File: src/rtl/icd_bus_engine.sv
// ---------------------------------------------------------------------------
// icd_bus_engine
//
// ICD command engine between the SPI-slave byte stream (USB/FTDI side) and
// the NORA internal bus master port. A header byte selects the command and
// the data bytes that follow drive it:
//   cmd 0  GETSTATUS : every data byte is answered with the status byte
//                      {5'b0, overrun, timeout, cpu_stop}; hdr[7] clears the
//                      sticky flags after the first reply.
//   cmd 1  BUS/MEM   : ADDR_BYTES address bytes (LSB first, echoed), then a
//                      burst of reads (dummy bytes) or writes (data bytes).
//                      hdr[4] selects OTHER over SRAM, hdr[5] selects read,
//                      hdr[6] enables address post-increment.
//   cmd 2  CPU CTRL  : the first data byte drives stop/step/reset; the reply
//                      is the status byte from before the update.
//   other            : ignored until the next header.
// Every bus request is bounded by a TIMEOUT_CYC watchdog.
//
// Parameters
//   ADDR_BYTES   address bytes per BUS/MEM command (ADDR_W = 8*ADDR_BYTES)
//   TIMEOUT_CYC  clk6x cycles a request may wait for ack (1..65535)
//
// Ports
//   clk6x, resetn              48 MHz clock, synchronous active-low reset
//   rx_byte_i                  received byte
//   rx_hdr_en_i / rx_db_en_i   pulses: rx_byte_i is a header / data byte
//   tx_byte_o / tx_en_o        byte to transmit, one-cycle valid pulse
//   nora_mst_addr_o            bus address
//   nora_mst_data_o            write data
//   nora_mst_datard_i          read data, valid with ack
//   nora_mst_ack_i             access complete pulse
//   nora_mst_req_SRAM_o        request level towards SRAM
//   nora_mst_req_OTHER_o       request level towards other targets
//   nora_mst_rwn_o             1 = read, 0 = write
//   cpu_stop_o                 CPU halt level
//   cpu_step_o                 one-cycle single-step pulse
//   cpu_reset_o                CPU reset level
// ---------------------------------------------------------------------------
module icd_bus_engine #(
  parameter int ADDR_BYTES  = 3,
  parameter int TIMEOUT_CYC = 200
) (
  input  logic                    clk6x,
  input  logic                    resetn,
  input  logic [7:0]              rx_byte_i,
  input  logic                    rx_hdr_en_i,
  input  logic                    rx_db_en_i,
  output logic [7:0]              tx_byte_o,
  output logic                    tx_en_o,
  output logic [8*ADDR_BYTES-1:0] nora_mst_addr_o,
  output logic [7:0]              nora_mst_data_o,
  input  logic [7:0]              nora_mst_datard_i,
  input  logic                    nora_mst_ack_i,
  output logic                    nora_mst_req_SRAM_o,
  output logic                    nora_mst_req_OTHER_o,
  output logic                    nora_mst_rwn_o,
  output logic                    cpu_stop_o,
  output logic                    cpu_step_o,
  output logic                    cpu_reset_o
);

  localparam int          ADDR_W   = 8 * ADDR_BYTES;
  localparam logic [15:0] TMO_LAST = 16'(TIMEOUT_CYC - 1);
  localparam logic [7:0]  CNT_LAST = 8'(ADDR_BYTES - 1);

  localparam logic [3:0] CMD_STAT = 4'h0;
  localparam logic [3:0] CMD_BUS  = 4'h1;
  localparam logic [3:0] CMD_CPU  = 4'h2;

  typedef enum logic [2:0] {
    S_IDLE,
    S_ADDR,
    S_DATA,
    S_PEND,
    S_CPU,
    S_STAT,
    S_IGN
  } state_t;

  state_t              state_q, state_d;
  // Upper header nibble: {clear, increment, read, other}
  logic [3:0]          hdr_q, hdr_d;
  logic [7:0]          cnt_q, cnt_d;
  logic [ADDR_W-1:0]   addr_q, addr_d;
  logic [7:0]          data_q, data_d;
  logic                req_sram_q, req_sram_d;
  logic                req_oth_q, req_oth_d;
  logic                rwn_q, rwn_d;
  logic [15:0]         tmo_cnt_q, tmo_cnt_d;
  logic                ovr_q, ovr_d;
  logic                tmo_q, tmo_d;
  logic                stop_q, stop_d;
  logic                step_q, step_d;
  logic                rst_q, rst_d;
  logic [7:0]          tx_byte_q, tx_byte_d;
  logic                tx_en_q, tx_en_d;

  logic [7:0]          status;
  logic [ADDR_W-1:0]   addr_shift;
  logic                pend_done;

  assign status = {5'b0, ovr_q, tmo_q, stop_q};

  // Address bytes arrive LSB first: each new byte enters at the top and the
  // register shifts down, so after ADDR_BYTES bytes the first one is at [7:0].
  assign addr_shift = (addr_q >> 8) | (ADDR_W'(rx_byte_i) << (ADDR_W - 8));

  // Ack has priority over a simultaneous watchdog expiry.
  assign pend_done = nora_mst_ack_i || (tmo_cnt_q == TMO_LAST);

  always_comb begin
    state_d    = state_q;
    hdr_d      = hdr_q;
    cnt_d      = cnt_q;
    addr_d     = addr_q;
    data_d     = data_q;
    req_sram_d = req_sram_q;
    req_oth_d  = req_oth_q;
    rwn_d      = rwn_q;
    tmo_cnt_d  = tmo_cnt_q;
    ovr_d      = ovr_q;
    tmo_d      = tmo_q;
    stop_d     = stop_q;
    step_d     = 1'b0;
    rst_d      = rst_q;
    tx_byte_d  = tx_byte_q;
    tx_en_d    = 1'b0;

    if (rx_hdr_en_i) begin
      // A header always restarts the engine and abandons any open request;
      // a late ack then lands in a state that does not look at it.
      hdr_d      = rx_byte_i[7:4];
      cnt_d      = '0;
      req_sram_d = 1'b0;
      req_oth_d  = 1'b0;
      unique case (rx_byte_i[3:0])
        CMD_STAT: state_d = S_STAT;
        CMD_BUS:  state_d = S_ADDR;
        CMD_CPU:  state_d = S_CPU;
        default:  state_d = S_IGN;
      endcase
    end else begin
      unique case (state_q)
        S_STAT: begin
          if (rx_db_en_i) begin
            tx_byte_d = status;
            tx_en_d   = 1'b1;
            if (hdr_q[3] && (cnt_q == '0)) begin
              ovr_d = 1'b0;
              tmo_d = 1'b0;
            end
            cnt_d = 8'd1;
          end
        end

        S_ADDR: begin
          if (rx_db_en_i) begin
            addr_d    = addr_shift;
            tx_byte_d = rx_byte_i;
            tx_en_d   = 1'b1;
            cnt_d     = cnt_q + 8'd1;
            if (cnt_q == CNT_LAST) begin
              if (hdr_q[1]) begin
                req_sram_d = ~hdr_q[0];
                req_oth_d  = hdr_q[0];
                rwn_d      = 1'b1;
                tmo_cnt_d  = '0;
                state_d    = S_PEND;
              end else begin
                state_d = S_DATA;
              end
            end
          end
        end

        S_DATA: begin
          // Reads use the byte only as a trigger; writes also latch it.
          if (rx_db_en_i) begin
            if (!hdr_q[1]) begin
              data_d = rx_byte_i;
            end
            req_sram_d = ~hdr_q[0];
            req_oth_d  = hdr_q[0];
            rwn_d      = hdr_q[1];
            tmo_cnt_d  = '0;
            state_d    = S_PEND;
          end
        end

        S_PEND: begin
          // The host outran the bus: the byte is lost, remember that.
          if (rx_db_en_i) begin
            ovr_d = 1'b1;
          end
          if (pend_done) begin
            req_sram_d = 1'b0;
            req_oth_d  = 1'b0;
            if (rwn_q) begin
              tx_byte_d = nora_mst_ack_i ? nora_mst_datard_i : 8'hFF;
              tx_en_d   = 1'b1;
            end
            if (!nora_mst_ack_i) begin
              tmo_d = 1'b1;
            end
            if (hdr_q[2]) begin
              addr_d = addr_q + ADDR_W'(1);
            end
            state_d = S_DATA;
          end else begin
            tmo_cnt_d = tmo_cnt_q + 16'd1;
          end
        end

        S_CPU: begin
          // Only the first byte after the header acts; the reply reports
          // the state the host is about to change.
          if (rx_db_en_i && (cnt_q == '0)) begin
            tx_byte_d = status;
            tx_en_d   = 1'b1;
            stop_d    = rx_byte_i[0];
            rst_d     = rx_byte_i[2];
            step_d    = rx_byte_i[1] & rx_byte_i[0];
            cnt_d     = 8'd1;
          end
        end

        default: begin
        end
      endcase
    end
  end

  always_ff @(posedge clk6x) begin
    if (!resetn) begin
      state_q    <= S_IDLE;
      hdr_q      <= '0;
      cnt_q      <= '0;
      addr_q     <= '0;
      data_q     <= '0;
      req_sram_q <= 1'b0;
      req_oth_q  <= 1'b0;
      rwn_q      <= 1'b1;
      tmo_cnt_q  <= '0;
      ovr_q      <= 1'b0;
      tmo_q      <= 1'b0;
      stop_q     <= 1'b0;
      step_q     <= 1'b0;
      rst_q      <= 1'b0;
      tx_byte_q  <= '0;
      tx_en_q    <= 1'b0;
    end else begin
      state_q    <= state_d;
      hdr_q      <= hdr_d;
      cnt_q      <= cnt_d;
      addr_q     <= addr_d;
      data_q     <= data_d;
      req_sram_q <= req_sram_d;
      req_oth_q  <= req_oth_d;
      rwn_q      <= rwn_d;
      tmo_cnt_q  <= tmo_cnt_d;
      ovr_q      <= ovr_d;
      tmo_q      <= tmo_d;
      stop_q     <= stop_d;
      step_q     <= step_d;
      rst_q      <= rst_d;
      tx_byte_q  <= tx_byte_d;
      tx_en_q    <= tx_en_d;
    end
  end

  assign tx_byte_o            = tx_byte_q;
  assign tx_en_o              = tx_en_q;
  assign nora_mst_addr_o      = addr_q;
  assign nora_mst_data_o      = data_q;
  assign nora_mst_req_SRAM_o  = req_sram_q;
  assign nora_mst_req_OTHER_o = req_oth_q;
  assign nora_mst_rwn_o       = rwn_q;
  assign cpu_stop_o           = stop_q;
  assign cpu_step_o           = step_q;
  assign cpu_reset_o          = rst_q;

endmodule
File: config.mk
export PLATFORM = sky130hd
export DESIGN_NAME = icd_bus_engine
export DESIGN_NICKNAME = d
export VERILOG_FILES = /design/src/rtl/icd_bus_engine.sv
export SDC_FILE = /design/constraint.sdc
export NUM_CORES = 1
export LEC_CHECK = 0
export BUFFER_PORTS_ARGS = -buffer_cell sky130_fd_sc_hd__buf_2
export CAP_MARGIN = 20
export CORE_AREA = 3 3 90 109
export CTS_BUF_LIST = sky130_fd_sc_hd__clkbuf_8
export DETAILED_ROUTE_END_ITERATION = 10
export DIE_AREA = 0 0 93 112
export MAX_ROUTING_LAYER = met4
export PLACE_DENSITY = 0.74
export SETUP_SLACK_MARGIN = 0.05
export SYNTH_ARGS = -nofsm -noshare
export SYNTH_HDL_FRONTEND = slang
export SYNTH_SLANG_ARGS = --single-unit
File: constraint.sdc
create_clock -name clk6x -period 4.01 [get_ports clk6x]
set_clock_uncertainty 0.2 [all_clocks]
set_input_delay 0.6015 -clock clk6x [delete_from_list [all_inputs] [get_ports clk6x]]
set_output_delay 0.6015 -clock clk6x [all_outputs]
set_load 0.02 [all_outputs]
**After elaboration in Yosys (flattened, before gate mapping)**

Cells that the tools add are included.

- $add $sub $neg: 3
- Equal/unequal tests: 26
- Muxes and demuxes: 57
- Bitwise operators: 8
- Reduce and logical (&&, ||, !) cells: 26

Operator list:

| operator | number |
|---|---|
| two-way mux 16 bit | 5 |
| two-way mux 24 bit | 3 |
| two-way mux 8 bit | 9 |
| case mux 16 bit (3 select lines) | 1 |
| case mux 24 bit (2 select lines) | 1 |
| case mux 8 bit (4 select lines) | 1 |
| inequality test 2 bit, second input constant | 13 |
| adder 24 x 1 -> 24 bit, second input constant | 1 |
| OR 16 x 24 -> 24 bit | 1 |
| case mux 8 bit (3 select lines) | 1 |
| two-way mux 1 bit | 23 |
| case mux 3 bit (3 select lines) | 2 |
| AND reduction 6 bit | 3 |
| adder 16 x 1 -> 16 bit, second input constant | 1 |
| equality test 16 x 8 -> 1 bit, second input constant | 1 |
| two-way mux 3 bit | 5 |
| AND reduction 5 bit | 3 |
| AND reduction 7 bit | 2 |
| inequality test 3 bit, second input constant | 4 |
| case mux 1 bit (3 select lines) | 3 |
| adder 8 x 1 -> 8 bit, second input constant | 1 |
| equality test 8 x 2 -> 1 bit, second input constant | 1 |
| zero test 8 bit | 1 |
| AND reduction 4 bit | 2 |
| 17 further kinds | 32 |

- Register bits after elaboration: 80
- Input port bits: 21
- Output and inout port bits: 47
- Logic and storage cells: 136

**Depth between registers and ports, before layout**

- Word-level depth: 5
- Mapped depth: 9
- Mapped depth without buffers: 7

**Least setup slack after synthesis**

OpenSTA, ideal clock, no wires.

- Path kind: input-to-reg
- Start: input rx_hdr_en_i
- End: register tmo_cnt_q[15]
- Setup time: 70 ps
- Arrival: 1959 ps
- Required time: 3740 ps
- Setup slack: 1781 ps
- Stages on the path: 6
- Path buffers: 1
- Cell sequence: or2_1 > buf_2 > nor3b_1 > nand4_1 > or4_1 > a21oi_1

- Longest elaborated chain between the ends: 2

Ends and longest elaborated chain:

| element | RTL line | source |
|---|---|---|
| start: declaration | 46 | `input logic rx_hdr_en_i,` |
| NOT 1 bit (no source line) | - |  |
| AND reduction 7 bit (no source line) | - |  |
| end signal: assignment | 260 | `tmo_cnt_q <= tmo_cnt_d;` |
| end: declaration | 89 | `logic [15:0] tmo_cnt_q, tmo_cnt_d;` |

No other way between the ends.
A chain may end at the register's enable or synchronous reset.

**Worst setup path in the final report**

- Start: register state_q[1]
- End: register addr_q[18], in the netlist nora_mst_addr_o[18]

- Longest elaborated chain between the ends: 3
- Elaborated cells between the ends (all ways): 8
- Those cells by class: eq/ne: 5; mux: 1; reduce/logical: 2

Ends and longest elaborated chain:

| element | RTL line | source |
|---|---|---|
| start: declaration | 80 | `state_t state_q, state_d;` |
| start signal: assignment | 252 | `state_q <= state_d;` |
| equality test 3 x 2 -> 1 bit / equality test 3 x 1 -> 1 bit (equally long branches) | 143 | `unique case (state_q)` |
| inequality test 2 bit (no source line) / nonzero test 2 bit (equally long branches) | - |  |
| AND reduction 5 bit (no source line) | - |  |
| end signal: assignment | 255 | `addr_q <= addr_d;` |
| end: declaration | 84 | `logic [ADDR_W-1:0] addr_q, addr_d;` |

Several ways; a longest one is shown, not always the timed one.

==> impl_metrics.env <==
export IMPL_status="complete, no violations"
export IMPL_setup_viol=0
export IMPL_yosys_area_top_type="dfxtp_1"
export IMPL_period_share=0.694
export IMPL_start_util=0.493
export IMPL_yosys_warnings=0
export IMPL_remaining_drc_errors=0
export IMPL_num_vias=4460
export IMPL_hold_path_class="flop to flop"
export IMPL_wl_per_cell_um=16.8
export IMPL_drv_slew=0
export IMPL_ant_nets=0
export IMPL_cts_tree="built"
export IMPL_cts_hold_buf=0
export IMPL_drt_vias_per_instance=6.17
export IMPL_max_slew_margin_rel=0.401
export IMPL_maxCapViolCount=0
export IMPL_grt_pass1_vias=4055
export IMPL_grt_pass1_wl_mm=19.6
export IMPL_clkLatencyLatePin_ps=350
export IMPL_yosys_area_top_type_share=0.363
export IMPL_numCtsBuffers=9
export IMPL_crit_fanout=25
export IMPL_layout_drive_gt1_share=0.177
export IMPL_synth_area_um2=4410
export IMPL_wl_mm=12.1
export IMPL_antenna_cells=0
export IMPL_worstPathArrival_ps=2860
export IMPL_grt_use_total=0.238
export IMPL_whs_ps=267
export IMPL_htreeDepth=3
export IMPL_die_area_um2=10400
export IMPL_post_cts_buffers=0
export IMPL_grt_max_degree=57
export IMPL_overflow=0
export IMPL_async_flop_share=0
export IMPL_p_leak_nw=1.84
export IMPL_rsz0062_at_grt="no"
export IMPL_drt_iter0_drc=240
export IMPL_end_kind="flop"
export IMPL_die_w_um=93
export IMPL_timing_rr_end="nora_mst_addr_o[18]$_SDFFE_PN0P_"
export IMPL_netlist_top_cells_count="80 x dfxtp_1, 67 x nand2_1, 57 x nor2_1, 47 x a21oi_1, 28 x nand3_1"
export IMPL_io_pin_count=68
export IMPL_power_density_nw_per_um2=303
export IMPL_rr_worst_depth=5
export IMPL_reg2reg_from="state_q[1]$_SDFFE_PN0P_"
export IMPL_hpwl_mm=8.62
export IMPL_final_core_util=0.553
export IMPL_fin_crit_ps=2780
export IMPL_cp_required_ps=4090
export IMPL_syn_inst=549
export IMPL_tns_ps=0
export IMPL_rrSetupSlack_ps=1230
export IMPL_synth_edf_count=0
export IMPL_synth_top_flop_cell="dfxtp_1"
export IMPL_dr_pass1_iters=5
export IMPL_nFillCells=881
export IMPL_clk_pin_slew_ps=90
export IMPL_clock_fmax_ghz=0.359
export IMPL_area_delta_synth_final_pct=12.1
export IMPL_clock_sinks=80
export IMPL_max_clock_path_buffers=2
export IMPL_synth_seq_cells=80
export IMPL_final_cells=723
export IMPL_syn_nets=575
export IMPL_finalHoldViolCount=0
export IMPL_synth_area_top_cells="dfxtp_1 36%, nand2_1 5.7%, a21oi_1 5.3%"
export IMPL_gp_congestion=0.920
export IMPL_syn_area_per_cell_um2=8.03
export IMPL_nets=624
export IMPL_worst_slew_pin_slew_ps=895
export IMPL_ys_seq_area_frac=0.363
export IMPL_critical_path_endpoint="nora_mst_addr_o[18]$_SDFFE_PN0P_"
export IMPL_coreArea_um2=8940
export IMPL_post_cts_resized=0
export IMPL_numPortBuffers=67
export IMPL_clock_root_buffer="clkbuf_8"
export IMPL_die_height_um=112
export IMPL_dp_cells=707
export IMPL_rows=38
export IMPL_ir_worst_vdd_mv=0.205
export IMPL_cp_startpoint="state_q[1]$_SDFFE_PN0P_"
export IMPL_antenna_found_initial=0
export IMPL_startpoint_type="flop"
export IMPL_crit_type="flop to flop"
export IMPL_ys_types=70
export IMPL_synth_most_common_cell="dfxtp_1"
==> where the power goes <==
| part | switching, mW | leakage (nW) | internal [mW] |
|---|---|---|---|
| registers | 0.0150 | 0.646 | 0.803 |
| clock network | 0.332 | 0.0866 | 0.232 |
| logic | 0.0811 | 1.11 | 0.0378 |
==> flip-flops by register name, indices dropped and copies added, names as in the netlist <==
| signal | count |
|---|---|
| hdr_q | 4 |
| tx_en_o | 1 |
| tx_byte_o | 8 |
| nora_mst_req_OTHER_o | 1 |
| nora_mst_addr_o | 24 |
| cpu_step_o | 1 |
| tmo_cnt_q | 16 |
| cpu_stop_o | 1 |
| state_q | 3 |
| tmo_q | 1 |
| nora_mst_rwn_o | 1 |
| ovr_q | 1 |
| cnt_q | 8 |
| nora_mst_data_o | 8 |
| cpu_reset_o | 1 |
| nora_mst_req_SRAM_o | 1 |
==> final cells by class <==
cell class,count,area [um^2],share of cell area
multi-input combinational,425,2600,0.526
clock inverter,7,55.1,0.0111
inverter,10,37.5,0.00759
clock buffer,9,124,0.0251
timing repair buffer,72,373,0.0754
tap,120,150,0.0304
sequential,80,1600,0.324
==> kinds of logic after synthesis <==
logic type,Yosys count,synth area share
simple gates,249,0.295
compound gates,147,0.227
flops,80,0.363
buf+inv,44,0.0474
mux,18,0.0409
xor+xnor,6,0.0119
fa+ha+maj,5,0.0142
==> per-layer routing <==
layer	GRT usage	share of wire
met3	0.0277	0.051
met4	0.0948	0.025
met1	0.297	0.42
met5	-	0
met2	0.390	0.50
==> placed cells by master, fill, tap and decap left out, types with 11 or more instances in the layout <==
cell type   n
or4_1      11
nand4_1    15
nor2_1     57
nor3_1     11
nor4_1     12
buf_2      67
o31ai_1    17
o21ai_0    18
nand2_1    67
mux2i_1    18
dfxtp_1    80
nand3_1    28
a21oi_1    47
==> metrics by stage <==
step | instance area, um^2 | setup WS [ps] | power (mW)
6_report | 4940 | 1230 | 1.50
5_1_grt | 4940 | 1020 | 1.55
4_1_cts | 4940 | 1250 | 1.50
3_5_place_dp | 4760 | 1170 | 0.953
3_3_place_gp | 4760 | 1250 | 0.951
2_1_floorplan | 4410 | 1780 | 0.918
==> worst min path at each step <==
| stage | endpoint | start | cells past startpoint | slack [ps] |
|---|---|---|---|---|
| final | ovr_q$_SDFFE_PN0P_ | ovr_q$_SDFFE_PN0P_ | 2 | 270 |
| after global routing | ovr_q$_SDFFE_PN0P_ | ovr_q$_SDFFE_PN0P_ | 2 | 290 |
| after CTS | ovr_q$_SDFFE_PN0P_ | ovr_q$_SDFFE_PN0P_ | 2 | 260 |
| after detailed placement | ovr_q$_SDFFE_PN0P_ | ovr_q$_SDFFE_PN0P_ | 2 | 250 |
| after global placement | cpu_reset_o$_SDFFE_PN0P_ | cpu_reset_o$_SDFFE_PN0P_ | 2 | 240 |
| after floorplan | ovr_q$_SDFFE_PN0P_ | ovr_q$_SDFFE_PN0P_ | 2 | 230 |
==> critical path, stage by stage (launching register included) <==
cell	delay (ps)
dfxtp_1	860
nand2_1	140
nor2_1	720
nand2_1	150
or4_1	430
a41oi_1	200
No activity file was read; power rests on OpenSTA's default activity.
